### config.mk
export PLATFORM = sky130hd
export DESIGN_NAME = ntt_loader
export DESIGN_NICKNAME = d
export VERILOG_FILES = /design/src/rtl/ntt_pkg.sv /design/src/rtl/coef_rangechk.sv /design/src/rtl/ntt_loader.sv
export SDC_FILE = /design/constraint.sdc
export NUM_CORES = 1
export LEC_CHECK = 0
export ABC_AREA = 0
export ABC_CLOCK_PERIOD_IN_PS = 1600
export CAP_MARGIN = 20
export CELL_PAD_IN_SITES_DETAIL_PLACEMENT = 1
export CELL_PAD_IN_SITES_GLOBAL_PLACEMENT = 1
export CORE_MARGIN = 4
export CORE_UTILIZATION = 29
export CTS_BUF_LIST = sky130_fd_sc_hd__clkbuf_4
export DETAILED_ROUTE_END_ITERATION = 10
export GPL_TIMING_DRIVEN = 1
export PLACE_DENSITY_LB_ADDON = 0.05
export REMOVE_ABC_BUFFERS = 1
export SYNTH_ARGS = -nofsm -noshare
export SYNTH_HDL_FRONTEND = slang
export SYNTH_HIERARCHICAL = 1
export SYNTH_SLANG_ARGS = --single-unit
### constraint.sdc
create_clock -name clk -period 1.6 [get_ports clk]
set_clock_uncertainty 0.1 [all_clocks]
set_input_delay 0.24 -clock clk [delete_from_list [all_inputs] [get_ports clk]]
set_output_delay 0.24 -clock clk [all_outputs]
set_load 0.005 [all_outputs]
### src/rtl/ntt_pkg.sv
// rtl/ntt_pkg.sv - shared constants and FSM state type for the NTT coefficient loader
package ntt_pkg;

    localparam int KYBER_Q = 3329;
    localparam int N_COEF  = 256;
    localparam int COEF_W  = 16;

    typedef enum logic [1:0] {
        IDLE  = 2'd0,
        LOAD  = 2'd1,
        FLUSH = 2'd2,
        RUN   = 2'd3
    } state_t;

endpackage

### src/rtl/coef_rangechk.sv
// rtl/coef_rangechk.sv - one-lane conditional subtraction of Q, flags values at or above 2Q
module coef_rangechk
    import ntt_pkg::*;
#(
    parameter int Q = KYBER_Q
) (
    input  logic [COEF_W-1:0] c,
    output logic [COEF_W-1:0] r,
    output logic              over
);

    localparam logic [COEF_W:0]   Q1  = (COEF_W+1)'(Q);
    localparam logic [COEF_W:0]   Q2  = (COEF_W+1)'(2 * Q);
    localparam logic [COEF_W-1:0] QW  = COEF_W'(Q);

    logic [COEF_W:0] cx;

    assign cx = {1'b0, c};

    // values in [Q, 2Q) fold down once; anything larger passes through and is flagged
    always_comb begin
        over = (cx >= Q2);
        r    = c;
        if (cx >= Q1 && !over) begin
            r = c - QW;
        end
    end

endmodule

### src/rtl/ntt_loader.sv
// rtl/ntt_loader.sv - streams coefficient pairs into the NTT core RAM; NTT_LOADER_RANGECHK_EN enables reduction and err
module ntt_loader
    import ntt_pkg::*;
#(
    parameter int Q     = KYBER_Q,
    parameter int NPAIR = 128
) (
    input  logic        clk,
    input  logic        rst,
    input  logic        load_req,
    input  logic        mode_in,
    input  logic        s_valid,
    input  logic [31:0] s_data,
    output logic        s_ready,
    input  logic        init_done,
    input  logic        done,
    output logic        start,
    output logic        we,
    output logic [7:0]  address_ina,
    output logic [7:0]  address_inb,
    output logic [15:0] data_ina,
    output logic [15:0] data_inb,
    output logic        mode,
    output logic        busy,
    output logic        load_done,
    output logic        err
);

    state_t            state;
    state_t            state_nxt;
    logic [7:0]        k;
    logic              hs;
    logic [COEF_W-1:0] coef_a;
    logic [COEF_W-1:0] coef_b;

    assign s_ready = (state == LOAD) && (int'(k) < NPAIR);
    assign hs      = s_valid && s_ready;
    assign busy    = (state != IDLE);

`ifdef NTT_LOADER_RANGECHK_EN
    logic over_a;
    logic over_b;
    logic err_q;

    coef_rangechk #(.Q(Q)) u_rangechk_a (.c(s_data[15:0]),  .r(coef_a), .over(over_a));
    coef_rangechk #(.Q(Q)) u_rangechk_b (.c(s_data[31:16]), .r(coef_b), .over(over_b));

    // sticky out-of-range flag, cleared only by a new accepted load
    always_ff @(posedge clk or posedge rst) begin
        if (rst) begin
            err_q <= 1'b0;
        end else if (state == IDLE && load_req) begin
            err_q <= 1'b0;
        end else if (hs && (over_a || over_b)) begin
            err_q <= 1'b1;
        end
    end

    assign err = err_q;
`else
    assign coef_a = s_data[15:0];
    assign coef_b = s_data[31:16];
    assign err    = 1'b0;
`endif

    // state register
    always_ff @(posedge clk or posedge rst) begin
        if (rst) begin
            state <= IDLE;
        end else begin
            state <= state_nxt;
        end
    end

    // next-state: load on request, flush after the last pair, run until the core reports done
    always_comb begin
        state_nxt = state;
        case (state)
            IDLE:    if (load_req) state_nxt = LOAD;
            LOAD:    if (hs && int'(k) == NPAIR - 1) state_nxt = FLUSH;
            FLUSH:   if (init_done) state_nxt = RUN;
            RUN:     if (done) state_nxt = IDLE;
            default: state_nxt = IDLE;
        endcase
    end

    // registered core-facing outputs: one RAM write per accepted pair, start held through the load
    always_ff @(posedge clk or posedge rst) begin
        if (rst) begin
            k           <= '0;
            start       <= 1'b0;
            we          <= 1'b0;
            address_ina <= '0;
            address_inb <= '0;
            data_ina    <= '0;
            data_inb    <= '0;
            mode        <= 1'b0;
            load_done   <= 1'b0;
        end else begin
            we        <= 1'b0;
            load_done <= 1'b0;
            case (state)
                IDLE: begin
                    if (load_req) begin
                        mode  <= mode_in;
                        k     <= '0;
                        start <= 1'b1;
                    end
                end
                LOAD: begin
                    if (hs) begin
                        we          <= 1'b1;
                        address_ina <= {k[6:0], 1'b0};
                        address_inb <= {k[6:0], 1'b1};
                        data_ina    <= coef_a;
                        data_inb    <= coef_b;
                        k           <= k + 8'd1;
                    end
                end
                FLUSH: begin
                    if (init_done) begin
                        start     <= 1'b0;
                        load_done <= 1'b1;
                    end
                end
                RUN: begin
                    start <= 1'b0;
                end
                default: begin
                    start <= 1'b0;
                end
            endcase
        end
    end

endmodule

# ---- Word level (Yosys, flattened, before mapping)
# Index checks and enable logic that the tools add are counted.
# Widths: inputs -> output; s select.
dict set report op_classes {
  n_addsub 1
  n_lt_le_gt_ge 1
  n_eq_ne 9
  mux 15
  n_reduce_logical 12
}
# op n
set ops {}
lappend ops {{$mux 8} 2}
lappend ops {{$pmux 8 s2} 1}
lappend ops {{$add 8x1->8 const B} 1}
lappend ops {{$eq 8x8->1 const B} 1}
lappend ops {{$lt 8x8->1 const B} 1}
lappend ops {{$mux 2} 4}
lappend ops {{$ne 2x2->1 const B} 4}
lappend ops {{$pmux 2 s4} 1}
lappend ops {{$mux 1} 6}
lappend ops {{$reduce_and 3->1} 2}
lappend ops {{$eq 2x2->1 const B} 2}
lappend ops {{$reduce_and 2->1} 2}
lappend ops {{$reduce_and 4->1} 1}
lappend ops {{$reduce_bool 2->1} 2}
lappend ops {{$logic_and 1x1->1} 3}
lappend ops {{$pmux 1 s3} 1}
lappend ops {{$reduce_bool 3->1} 1}
lappend ops {{$eq 2x1->1 const B} 1}
lappend ops {{$logic_not 2->1} 1}
lappend ops {{$ne 2x1->1 const B} 1}
dict set report word_totals {
  regBits 61
  out_inout_bits 55
  elab_cells 48
}

# ---- Longest topological paths before layout
# Gate-level depths: netlist of the first run.
dict set report logic_depth {
  ltp_word 6
  mapped_depth 7
  depth_no_buf 7
}

# ---- Worst setup path before layout of the first run
# OpenSTA, ideal clock, no wires.
dict set report synth_path {
  kind {register -> register}
  from {register state[0]}
  to {register state[1]}
  setup_time_ns 0.125
  t_arrival_ns 1.411
  required_time_ns 1.375
  path_slack_ns -0.036
  path_stages_with_launch 7
  path_buffers 0
  path_cell_list {dfrtp_1 inv_1 ha_1 and2b_1 nor2_1 nand3_1 mux2_4}
}
dict set report synth_via {
  elab_chain_cells 6
}
# item line_no
set synth_lines {}
lappend synth_lines {{start, declared} ntt_loader.sv:29} ;# state_t state;
lappend synth_lines {{start signal, assigned} ntt_loader.sv:71} ;# state <= state_nxt;
lappend synth_lines {{$eq 2x1->1} {ntt_loader.sv:36, ntt_loader.sv:78}}
lappend synth_lines {{$logic_and 1x1->1} ntt_loader.sv:36} ;# assign s_ready = (state == LOAD) && (int'(k) < NPAIR);
lappend synth_lines {{$logic_and 1x1->1} ntt_loader.sv:37} ;# assign hs = s_valid && s_ready;
lappend synth_lines {{$logic_and 1x1->1} ntt_loader.sv:80} ;# LOAD: if (hs && int'(k) == NPAIR - 1) state_nxt = FLUSH;
lappend synth_lines {{$ne 2x1->1 (no source line)} --}
lappend synth_lines {{$reduce_and 4->1 (no source line)} --}
# Several ways; a longest one is shown, not always the timed one.
# A chain may end at the register's enable or synchronous reset.

# ---- Final worst setup path of the first run
# Ends and elaborated chain as after synthesis.

==> impl_metrics.toml, run 1 <==
[logic_synthesis]
avgSynthCellArea_um2 = 9.156
ys_top_cells_by_count = "nand2_1 (124), dfrtp_1 (54), buf_4 (9)"
async_reset_ff_share_pct = 100.0
synth_compound_area_share_pct = 5.841
synth_top_family_by_area = "simple AND/OR/NAND/NOR gates"
synth_flop_cell = "dfrtp_1"
yosysWarnings = 6
syn_inst = 255
yosysSeqAreaShare_pct = 57.88
synth_cell_types = 32
synth_top_area_cell = "dfrtp_1"
netlist_area_um2 = 2335
ys_ff_latch = 54
synth_edf_count = 0
synth-adder-area-share_pct = 3.215
synth_mux_area_share_pct = 1.125
synthSimpleGateAreaFrac_pct = 26.42
synth_top_area_share_pct = 57.88
synth_xor_xnor_area_share_pct = 0
yosysMostFrequentCell = "nand2_1"
synthTopCellsByArea = "dfrtp_1 (58%), nand2_1 (20%), ha_1 (3.2%)"

[worst_setup_path]
cp_max_fo = 4
crit_type = "flop to flop"
cp-end-kind = "flop"
cp-startpoint = "state[0]"
worstReg2RegStart = "state[0]"
r2r_end = "state[1]"
critPathSlowestCell = "dfrtp_1"
endpoint = "state[1]"
worstPathRequired_ns = 1.77
crit_family = "simple AND/OR/NAND/NOR gates"
reg2reg_depth = 8
critPathArrivalTime_ns = 1.92
crit_top_cell = "buf_6"
cp.depth = 8
r2r_slack_ns = -0.15
critPathMaxStageDelay_ns = 0.39
critical_path.cell_chain = "buf_6 -> inv_6 -> ha_4 -> buf_6 -> and2b_2 -> nor2_1 -> nand3_1 -> mux2_4"
path_buf_inv = 3
cp-start-kind = "flop"

[global_routing]
use_met1_pct = 19.00
grtUsageTotal_pct = 14.74
grt_max_degree = 55
gr-usage-met2_pct = 24.83
top_usage_layer = "met2"
grt_pass1_wl_um = 11530
use_met3_pct = 3.374
grt-ovfl-total = 0
antenna_found_initial = 0
grt_pass1_vias = 2361

[sta]
setup_viol_count_final = 9
fin_crit_ns = 1.747
timing.final.crit_share_pct = 109.2
drv_slew = 0
hold_viol = 0
fin_ws_ns = -0.1466
rsz0062_at_grt = "yes"
max_freq_mhz = 572.5

[clocking]
clockBufferDepth = 2
clk_latency_ns = 0.37
root_buffer = "clkbuf_4"
cts_max_level = 2
cts.sinks = 54
cts_tree = "done"
clk_pin_slew_ns = 0.16
numCtsBuffers = 5
postCtsHoldBufs = 0

[pwr]
finalPower_mw = 4.157
p_per_area_nw_per_um2 = 1009
power.leakage_nw = 2.133
ir_drop_mv = 0.5795

[floorplan]
die_h_um = 97.73
start_util_pct = 30.06
core-area_um2 = 7767
rows = 32
io_pins = 94
dieWidth_um = 97.73
dieArea_um2 = 9550

[detailed_routing]
vias_per_cell = 4.429
route.detailed.drc = 0
ant_nets = 0
drt_pass1_iterations = 4
avgRoutedWirePerCell_um = 14.83
route.vias.total = 2179
dr.first_iter.drc_count = 39
wirelength_um = 7297

[worst_hold_path]
hp-class = "input port to async pin"

[status]
status = "finished with violations"
failed_checks = "setup timing"

[place]
gp_congestion = 0.7626
hpwl_um = 4592
io_buffers = 91

[layout]
n_antenna_cell = 0
fillers = 885
seqCellArea_um2 = 1351
synthToLayoutAreaGrowth_pct = 76.47
nets = 434
drive_gt1_share_pct = 32.82
fin_util_pct = 53.04
multi_input_area_um2 = 1151

[flow_run]
cap_violations = 0
## worst reg2reg max path, stage by stage, from the launching register on
cell	delay [ns]
dfrtp_1	0.39
buf_6	0.12
inv_6	0.03
ha_4	0.15
buf_6	0.11
and2b_2	0.21
nor2_1	0.09
nand3_1	0.13
mux2_4	0.32
## logic make-up after synthesis
group	count (synthesis)
adder cells (fa/ha/maj)	6
buffers and inverters	23
multiplexers	2
other	1
AO/OA/AOI/OAI	21
flip-flops	54
AND/OR/NAND/NOR	148
## power by group
part,total (mW),internal [mW],switching (mW)
clock,0.807,0.366,0.441
sequential,1.73,1.59,0.149
combinational,1.61,0.895,0.720
## layer usage
metal  part of all wire, %  vias up
met5                     0        -
met4                   1.0        0
met3                   4.2        7
met2                    50       54
met1                    45     1052
li1                      -     1066
## state kept, by name (all words and copies together), names as in the netlist
register	flops
start	1
mode	1
data_inb	16
data_ina	16
we	1
state	2
address_inb	8
k	8
load_done	1
## final cells by class
class | instances | share of cell area (%)
tap | 102 | 3.097
multi-input combinational | 179 | 27.94
sequential | 54 | 32.80
clock inverter | 1 | 0.7288
inverter | 5 | 0.6985
timing repair buffer | 144 | 33.46
clock buffer | 7 | 1.275
## worst min-delay path by stage
stage                           endpoint  slack, ns  cells past startpoint
after detailed placement     data_ina[0]       0.36                      2
after CTS                 address_inb[4]       0.13                      3
final                        data_ina[7]       0.13                      3
after floorplan              data_ina[0]       0.25                      2
after global routing        data_inb[13]       0.14                      3
after global placement    address_inb[0]       0.35                      1
## per-stage QoR
stage / instances / setup TNS, ns / instance area (um2) / setup slack, ns / hold WS, ns
CTS: 482 / -0.5692 / 3726 / -0.1305 / 0.1313
finish: 492 / -0.7442 / 4120 / -0.1466 / 0.1261
global route: 492 / -2.531 / 4120 / -0.2239 / 0.1369
floorplan: 238 / -20.78 / 2232 / -0.6500 / 0.2454
global placement: 457 / -1.705 / 3491 / -0.1456 / 0.3512
detailed placement: 457 / -2.543 / 3491 / -0.1646 / 0.3614
## layout by cell type (no fill, tap or decap), drive strengths merged
cell	synthesis	final
ha	6	6
buf	12	52
inv	5	5
nand2b	4	4
dlygate4sd2	0	49
nor2b	3	3
clkdlybuf4s50	0	38
bufinv	0	1
mux2	2	2
and2	3	3
o31ai	3	3
nand4b	1	1
nand3b	1	1
nand4	1	1
and3	1	1
conb	1	2
dlymetal6s2s	0	2
nor3	1	1
o22a	1	1
dfrtp	54	54
nand2	124	124
o21ai	9	9
a32oi	1	1
a31oi	2	2
o41ai	1	1
a21oi	3	3
nand3	4	4
a21o	1	1
clkbuf	6	10
and2b	1	1
nor2	4	4
## timing repair
item | in CTS | in global routing
cloned | 0 | 4
gates resized for setup | 84 | 76
setup endpoints to repair | 100 | 57
buffers inserted | 18 | 7
pin swaps | 10 | 38
No activity file was read; power rests on OpenSTA's default activity.
==> run 2: changes to the inputs <==
Settings changed: CORE_MARGIN 4 to not set.
==> impl_metrics.toml, run 2 (synthesis gave the netlist of run 1 again) <==
[status]
status = "finished with violations"
failed_checks = "setup timing"

[sta]
tns_ns = -0.4721
fin_ws_ns = -0.09221
timing.final.crit_share_pct = 105.8
hold_ws_ns = 0.1141
fin_crit_ns = 1.692
setup_viol_count_final = 10
rsz0062_at_grt = "yes"
hold_viol = 0
max_freq_mhz = 590.9
drv_slew = 0

[layout]
fin_util_pct = 52.88
largestRegisters = "data_ina: 16 flops, data_inb: 16 flops"
final_common_cell = "nand2_1"
n_antenna_cell = 0
mostFrequentLayoutCells = "nand2_1 (117), dfrtp_1 (54), buf_4 (41)"
nets = 441
final_area_um2 = 4108
drive_gt1_share_pct = 27.20
synthToLayoutAreaGrowth_pct = 75.94

[clocking]
clockBufferDepth = 2
cts_max_level = 2
clk_pin_slew_ns = 0.16
cts_tree = "done"
cts.sinks = 54
clk_latency_ns = 0.37
numCtsBuffers = 5
root_buffer = "clkbuf_4"

[global_routing]
top_usage_layer = "met2"
grt_pass1_vias = 2129
grt-ovfl-total = 0
use_met1_pct = 19.40
antenna_found_initial = 0
grt_pass1_wl_um = 10350
gr-usage-met2_pct = 26.94
grt_max_degree = 55
use_met3_pct = 3.151
grtUsageTotal_pct = 15.45

[worst_setup_path]
r2r_slack_ns = -0.07
critPathArrivalTime_ns = 1.35
cp-end-kind = "output pin"
cp_max_fo = 3
cp-start-kind = "flop"
worstPathRequired_ns = 1.26
r2r_end = "k[5]"
worstReg2RegStart = "state[1]"
reg2reg_depth = 8
crit_type = "flop to output pin"

[place]
hpwl_um = 4149
placed_area_um2 = 3453
gp_congestion = 0.7815
dp_slack_ns = -0.1792
io_buffers = 91

[pwr]
power.leakage_nw = 2.211
p_per_area_nw_per_um2 = 956.2
ir_drop_mv = 0.4538

[detailed_routing]
avgRoutedWirePerCell_um = 14.42
ant_nets = 0
drt_pass1_iterations = 4
route.detailed.drc = 0
route.vias.total = 2204
dr.first_iter.drc_count = 70
wirelength_um = 7197
vias_per_cell = 4.417

[floorplan]
start_util_pct = 30.06
io_pins = 94
dieArea_um2 = 8413
die_h_um = 91.73
core-area_um2 = 7767
dieWidth_um = 91.73
rows = 32

[flow_run]
cap_violations = 0

[worst_hold_path]
hp-class = "input port to async pin"
[run 2: cell types whose count changed in the layout (fill, tap and decap cells not counted), moves of 4 or more]
cell            previous run  this run
nand2_1                   89       117
nand2_2                   23         7
dlygate4sd2_1             49        36
dlymetal6s2s_1             2        15
nand2_4                   12         0
buf_6                      5         9
[run 2: what timing repair did]
item / in CTS / in global routing
hold buffers: 0 / 0
gates resized for setup: 68 / 58
setup endpoints to repair: 49 / 66
hold endpoints to repair: 0 / 0
setup buffers: 23 / 11
cloned: 0 / 5
pin swaps: 11 / 5
[run 2: worst max-delay path by stage]
| stage | to | startpoint | slack [ns] | cells past startpoint |
|---|---|---|---|---|
| finish | s_ready | state[0] | -0.09 | 4 |
| global route | k[5] | state[1] | -0.17 | 8 |
| CTS | s_ready | state[0] | -0.1 | 4 |
| detailed placement | state[1] | load_req | -0.18 | 5 |
| global placement | state[1] | load_req | -0.14 | 5 |
| floorplan | k[5] | state[1] | -0.65 | 7 |
[run 2: report_power, final]
part           switching [mW]  total (mW)  internal (mW)
clock network           0.431       0.615          0.184
logic                   0.689        1.58          0.894
registers               0.144        1.73           1.59
[run 2: final cells by class]
cell class / count / area (um2)
repair buffers: 151 / 1523
fillers: 894 / 3660
flip-flops and latches: 54 / 1351
multi-input cells: 179 / 1028
clock buffers: 6 / 45.04
well taps: 102 / 127.6
clock inverters: 2 / 8.758
inverters: 5 / 23.77
[run 2: layer usage]
metal  up-vias  share of wire [%]
met2        53                 50
met5         -                  0
met3         5                4.8
met1      1063                 44
li1       1083                  -
met4         0               0.83
[run 2: worst max-delay path: stages (launching register included)]
cell and delay, ns:
dfrtp_1 0.45, buf_6 0.14, ha_4 0.15, nor2b_1 0.12, buf_2 0.12
[run 2: per-stage QoR]
stage          total power, mW  cells
6_report                 3.928    499
5_1_grt                  4.179    499
4_1_cts                  3.704    483
3_5_place_dp             3.039    452
3_3_place_gp             3.017    452
2_1_floorplan            2.207    238
==> run 3: changes to the inputs <==
Settings changed: CORE_MARGIN set to 4.
==> results of run 3 <==
No change in the layout: final DEF, timing and power equal those of run 1.
